==> src/rtl/bias_bank_sel_pkg.sv <==
// Shared layer package for the bias bank: lane width, packing and FSM encoding.
// Lane k of a packed vector occupies bits [k*BIAS_W +: BIAS_W].
package bias_bank_sel_pkg;

   localparam int BIAS_W_DFLT = 18;

   localparam logic [1:0] ST_IDLE = 2'd0;
   localparam logic [1:0] ST_LOAD = 2'd1;
   localparam logic [1:0] ST_RUN  = 2'd2;

endpackage

==> src/rtl/bias_bank_sel_regfile.sv <==
// Bias vector register file: one write port, one asynchronous read port.
// Storage is rounded up to a power of two so any index reads safely.
module bias_bank_regfile #(
   parameter int N_BANKS = 4,
   parameter int W       = 288,
   parameter int AW      = $clog2(N_BANKS)
) (
   input  logic          clk,
   input  logic          rst_n,
   input  logic          i_we,
   input  logic [AW-1:0] i_waddr,
   input  logic [W-1:0]  i_wdata,
   input  logic [AW-1:0] i_raddr,
   output logic [W-1:0]  o_rdata
);

   logic [W-1:0] r_mem [2**AW];

   // bank storage, cleared on reset, written one word per cycle
   always_ff @(posedge clk or negedge rst_n) begin
      if (!rst_n) begin
         for (int i = 0; i < 2**AW; i++) r_mem[i] <= '0;
      end else if (i_we) begin
         r_mem[i_waddr] <= i_wdata;
      end
   end

   assign o_rdata = r_mem[i_raddr];

endmodule

==> src/rtl/bias_bank_sel.sv <==
// Bias bank: streams bias vectors into banks, then presents one per cycle
// to the adder tree, selected externally or by auto-rotation.
module bias_bank_sel
   import bias_bank_sel_pkg::*;
#(
   parameter int N_ADDER_TREE = 16,
   parameter int BIAS_W       = BIAS_W_DFLT,
   parameter int N_BANKS      = 4,
   parameter int BANK_AW      = $clog2(N_BANKS)
) (
   input  logic                             clk,
   input  logic                             rst_n,
   input  logic                             reload,
   input  logic                             load_valid,
   output logic                             load_ready,
   input  logic [N_ADDER_TREE*BIAS_W-1:0]   load_data,
   input  logic                             load_last,
   input  logic                             auto_mode,
   input  logic [BANK_AW-1:0]               sel_ext,
   input  logic                             advance,
   output logic [N_ADDER_TREE*BIAS_W-1:0]   bias_out,
   output logic                             bias_valid,
   output logic [BANK_AW-1:0]               bank_idx,
   output logic                             sel_err
);

   localparam int VW = N_ADDER_TREE * BIAS_W;
   localparam int CW = BANK_AW + 1;
   localparam logic [BANK_AW-1:0] LAST_BANK = BANK_AW'(N_BANKS - 1);

   logic [1:0]         r_state;
   logic [BANK_AW-1:0] r_wr_ptr;
   logic [BANK_AW-1:0] r_rot_ptr;
   logic [CW-1:0]      r_n_loaded;
   logic [VW-1:0]      r_bias_out;
   logic               r_bias_valid;
   logic [BANK_AW-1:0] r_bank_idx;
   logic               r_sel_err;

   logic [1:0]         w_state_nxt;
   logic [BANK_AW-1:0] w_wr_nxt;
   logic [BANK_AW-1:0] w_rot_nxt;
   logic [CW-1:0]      w_nl_nxt;
   logic               w_accept;
   logic               w_term;
   logic               w_adv;
   logic [BANK_AW-1:0] w_idx;
   logic               w_err;
   logic [VW-1:0]      w_rd;
   logic [VW-1:0]      w_data;

   assign w_accept = (r_state == ST_LOAD) & load_valid & ~reload;
   assign w_term   = w_accept & (load_last | (r_wr_ptr == LAST_BANK));
   assign w_adv    = (r_state == ST_RUN) & advance & auto_mode & ~reload;

   // next state and pointers; reload has priority over everything else
   always_comb begin
      w_state_nxt = r_state;
      w_wr_nxt    = r_wr_ptr;
      w_rot_nxt   = r_rot_ptr;
      w_nl_nxt    = r_n_loaded;
      unique case (1'b1)
         reload: begin
            w_state_nxt = ST_LOAD;
            w_wr_nxt    = '0;
         end
         w_accept: begin
            w_wr_nxt = r_wr_ptr + BANK_AW'(1);
            if (w_term) begin
               w_state_nxt = ST_RUN;
               w_nl_nxt    = CW'(r_wr_ptr) + CW'(1);
               w_rot_nxt   = '0;
            end
         end
         w_adv: begin
            if (CW'(r_rot_ptr) < r_n_loaded - CW'(1))
               w_rot_nxt = r_rot_ptr + BANK_AW'(1);
            else
               w_rot_nxt = '0;
         end
         default: ;
      endcase
   end

   // selection uses next-cycle pointers so the output lands one cycle later
   always_comb begin
      w_idx  = auto_mode ? w_rot_nxt : sel_ext;
      w_err  = ~auto_mode & (CW'(sel_ext) >= w_nl_nxt);
      w_data = (w_accept && (r_wr_ptr == w_idx)) ? load_data : w_rd;
   end

   bias_bank_regfile #(
      .N_BANKS (N_BANKS),
      .W       (VW),
      .AW      (BANK_AW)
   ) u_rf (
      .clk     (clk),
      .rst_n   (rst_n),
      .i_we    (w_accept),
      .i_waddr (r_wr_ptr),
      .i_wdata (load_data),
      .i_raddr (w_idx),
      .o_rdata (w_rd)
   );

   // FSM and pointer registers
   always_ff @(posedge clk or negedge rst_n) begin
      if (!rst_n) begin
         r_state    <= ST_IDLE;
         r_wr_ptr   <= '0;
         r_rot_ptr  <= '0;
         r_n_loaded <= '0;
      end else begin
         r_state    <= w_state_nxt;
         r_wr_ptr   <= w_wr_nxt;
         r_rot_ptr  <= w_rot_nxt;
         r_n_loaded <= w_nl_nxt;
      end
   end

   // registered output stage; cleared whenever not running
   always_ff @(posedge clk or negedge rst_n) begin
      if (!rst_n) begin
         r_bias_out   <= '0;
         r_bias_valid <= 1'b0;
         r_bank_idx   <= '0;
         r_sel_err    <= 1'b0;
      end else if (w_state_nxt == ST_RUN) begin
         r_bias_out   <= w_err ? '0 : w_data;
         r_bias_valid <= 1'b1;
         r_bank_idx   <= w_idx;
         r_sel_err    <= w_err;
      end else begin
         r_bias_out   <= '0;
         r_bias_valid <= 1'b0;
         r_bank_idx   <= '0;
         r_sel_err    <= 1'b0;
      end
   end

   assign load_ready = (r_state == ST_LOAD);
   assign bias_out   = r_bias_out;
   assign bias_valid = r_bias_valid;
   assign bank_idx   = r_bank_idx;
   assign sel_err    = r_sel_err;

endmodule

==> config.mk <==
export PLATFORM = sky130hd
export DESIGN_NAME = bias_bank_sel
export DESIGN_NICKNAME = d
export VERILOG_FILES = /design/src/rtl/bias_bank_sel_pkg.sv /design/src/rtl/bias_bank_sel_regfile.sv /design/src/rtl/bias_bank_sel.sv
export SDC_FILE = /design/constraint.sdc
export NUM_CORES = 2
export LEC_CHECK = 0
export CORE_AREA = 4 4 561 396
export DETAILED_ROUTE_END_ITERATION = 7
export DIE_AREA = 0 0 565 400
export PLACE_DENSITY = 0.44
export SLEW_MARGIN = 10
export SYNTH_ARGS = -nofsm -noshare
export SYNTH_HDL_FRONTEND = slang
export SYNTH_SLANG_ARGS = --single-unit
==> constraint.sdc <==
create_clock -name clk -period 3.45 [get_ports clk]
set_input_delay 0.345 -clock clk [delete_from_list [all_inputs] [get_ports clk]]
set_output_delay 0.345 -clock clk [all_outputs]
set_load 0.02 [all_outputs]
==> results.toml <==
[power]
finalPower_mw = 54.9
p_leak_nw = 36.8
power.density_nw_per_um2 = 678
ir_drop_mv = 0.336

[global_route]
grt_pass1_wl_um = 288000
grt_max_degree = 123
antenna_found_initial = 21
grt_overflow = 0
grt_pass1_vias = 43816
grt_usage_pct = 16.7

[route]
final_antenna_net_count = 0
num_vias = 41720
route.detailed.drc = 0
drt_iter0_markers = 2564
routed_wl_um = 189000
drt-wirelength-per-cell_um = 21.0
firstDrtPassIters = 5
viasPerCell = 4.62

[timing]
period_needed_ns = 3.18
hold_viol_final = 0
fin_crit_sh_pct = 92.2
finClkSkew_ns = 0.0707
rsz0062_at_grt = "false"
setup_viol = 0
finalSetupTns_ns = 0
worst_pin_slew_ns = 1.07
timing.fmax_ghz = 0.314
timing.slew.headroom_pct = 28.6
drv_slew = 0
timing.hold.ws_ns = 0.193

[clocking]
clock_sinks = 1453
cts_resized = 0
htreeDepth = 4
clkSlewWorstSetupHoldPaths_ns = 0.06
clk_latency_ns = 0.80
clock-root-buffer = "clkbuf_16"
cts_tree = "done"
cts_buffers = 167
cts_setup_buffers = 0
ctsHoldBuffers = 1
cts.path.max_buffers = 4

[worst_setup_path]
worstPathRequired_ns = 4.13
path_depth = 12
critPathArrivalTime_ns = 3.86
cp_common_cell = "o21ai_0"
cp_slowest_stage_delay_ns = 0.44
cp_top_family = "compound AO/OA/AOI/OAI gates"
critPathCaptureType = "register"
ff2ff_path_depth = 12
startpoint_type = "register"
setup.worst_path.end = "bias_out[50]$_DFF_PN0_"
critPathLaunch = "r_wr_ptr[0]$_DFFE_PN0N_"
regToRegSetupSlack_ns = 0.27
path_cells = "ha_1 -> o21ai_0 -> o21ai_0 -> ha_1 -> nand2b_1 -> a21oi_1 -> a2111oi_2 -> buf_4 -> a211o_4 -> buf_12 -> buf_4 -> o21ai_0"
worstReg2RegEnd = "bias_out[50]$_DFF_PN0_"
path_max_fanout = 24
critical_path_class = "reg -> reg"
worst_r2r_startpoint = "r_wr_ptr[0]$_DFFE_PN0N_"
slowest_stage = "dfrtp_1"
path_buf_inv = 3

[place]
portBuffers = 589
routabilityCongestion = 0.760
dp_hpwl_um = 130000

[floorplanning]
start_util_pct = 29.9
ios = 590
core_sq_um = 216000
die_y_um = 400
die_w_um = 565
die_area_sq_um = 226000
core.rowCount = 143

[yosys]
synth_area_sq_um = 64800
synth.area.top_cells = "dfrtp_1 56%, mux2_2 15%, mux4_2 10%, inv_1 6.7%, o21ai_0 2.8%"
syn_avg_cell_area_sq_um = 12.1
synth_top_area_cell = "dfrtp_1"
synth-seq-cells = 1453
synth_edf_count = 0
synthArstFlopShare_pct = 100
synth_cell_type_count = 42
synth_top_area_share_pct = 56.1
yosysSeqAreaShare_pct = 56.1
ys_warn_count = 0
synth_cells = 5337
synth-main-ff-cell = "dfrtp_1"
syn-num-nets = 5642

[status]
status = "complete, no violations"

[run]
maxCapViolCount = 0

[min_path]
min_path_type = "in -> async"

[layout]
fin_util_pct = 37.4
final_layout_size_suffix_gt1_share_pct = 27.1
synthToLayoutAreaGrowth_pct = 25.0
fin_nets = 6304
-- power breakdown --
group          internal [mW]  switching (mW)  total, mW
registers               22.4            2.32       24.7
logic                   7.30            5.69       13.0
clock network           10.1            7.15       17.3
total                   39.8            15.2       54.9
-- cell type report --
cell class | count | area, sq um
clock buffers | 249 | 4880
multi-input cells | 2374 | 22600
well taps | 2900 | 3630
diodes | 10 | 25.0
clock inverters | 35 | 339
inverters | 1161 | 4360
flip-flops and latches | 1453 | 36400
fillers | 21019 | 135000
repair buffers | 842 | 8830
-- cells in the mapped netlist (2+ instances only) --
master / number
ha_1: 8
mux2_2: 865
nand4_1: 288
xnor2_1: 3
buf_6: 25
nor2_1: 8
nand2_1: 296
clkbuf_1: 259
o21ai_0: 362
buf_2: 58
buf_1: 7
o211ai_1: 3
nand2b_1: 3
inv_1: 1161
o21ai_1: 220
nor2b_1: 3
mux2i_1: 2
nand3b_1: 2
dfrtp_1: 1453
mux4_2: 288
nand4bb_1: 2
-- stage by stage --
step	area, sq um	setup slack [ns]	instances
after floorplan	64800	0.356	5337
after global placement	75800	-0.254	8729
after detailed placement	75800	-0.260	8729
after CTS	81000	0.246	9014
after global routing	81000	0.000236	9016
final	81000	0.268	9024
-- layout by cell type, fill, tap and decap left out, types with 5 or more instances in the layout --
master and count:
dfrtp_1 1453, inv_1 1161, mux2_2 864, clkdlybuf4s50_1 588
o21ai_0 362, nand2_1 293, mux4_2 288, nand4_1 288
o21ai_1 220, buf_4 171, clkbuf_16 170, buf_12 81
clkbuf_1 46, clkbuf_8 33, clkinv_2 21, diode_2 10
ha_1 8, nor2_1 6, inv_6 5, bufinv_16 5
-- how the worst min path moves through the flow --
stage,cells past startpoint,startpoint,slack (ns),end
global route,3,load_data[94],0.19,u_rf.r_mem[94]$_DFFE_PN0P_
finish,2,rst_n,0.19,u_rf.r_mem[590]$_DFFE_PN0P_
CTS,3,load_data[134],0.14,bias_out[134]$_DFF_PN0_
global placement,1,rst_n,0.45,u_rf.r_mem[893]$_DFFE_PN0P_
floorplan,0,rst_n,0.05,bank_idx[0]$_DFF_PN0_
detailed placement,1,rst_n,0.45,u_rf.r_mem[29]$_DFFE_PN0P_
-- cells by family (layout without fill, tap and decap cells) --
| logic type | Yosys count | count (layout) | share of synthesized area (%) |
|---|---|---|---|
| buf+inv | 1510 | 2287 | 9.15 |
| flops | 1453 | 1453 | 56.1 |
| mux | 1156 | 1156 | 25.1 |
| simple gates | 608 | 608 | 4.73 |
| compound gates | 598 | 598 | 4.71 |
| fa+ha+maj | 8 | 8 | 0.154 |
| xor+xnor | 4 | 4 | 0.0541 |
| other cells | 0 | 10 | 0 |
-- flip-flops by register name (all words and copies together) (netlist names) --
name	cells
sel_err	1
r_n_loaded	3
u_rf.r_mem	1152
bias_out	288
bank_idx	2
bias_valid	1
r_wr_ptr	2
r_rot_ptr	2
r_state	2
-- metal layers --
layer	up-vias	global-route usage [%]	share of wire, %
li1	19145	-	-
met1	21509	23.8	47
met2	778	26.1	45
met3	268	3.25	4.9
met4	20	3.88	2.3
met5	-	0	0.075
No activity file was read; power rests on OpenSTA's default activity.
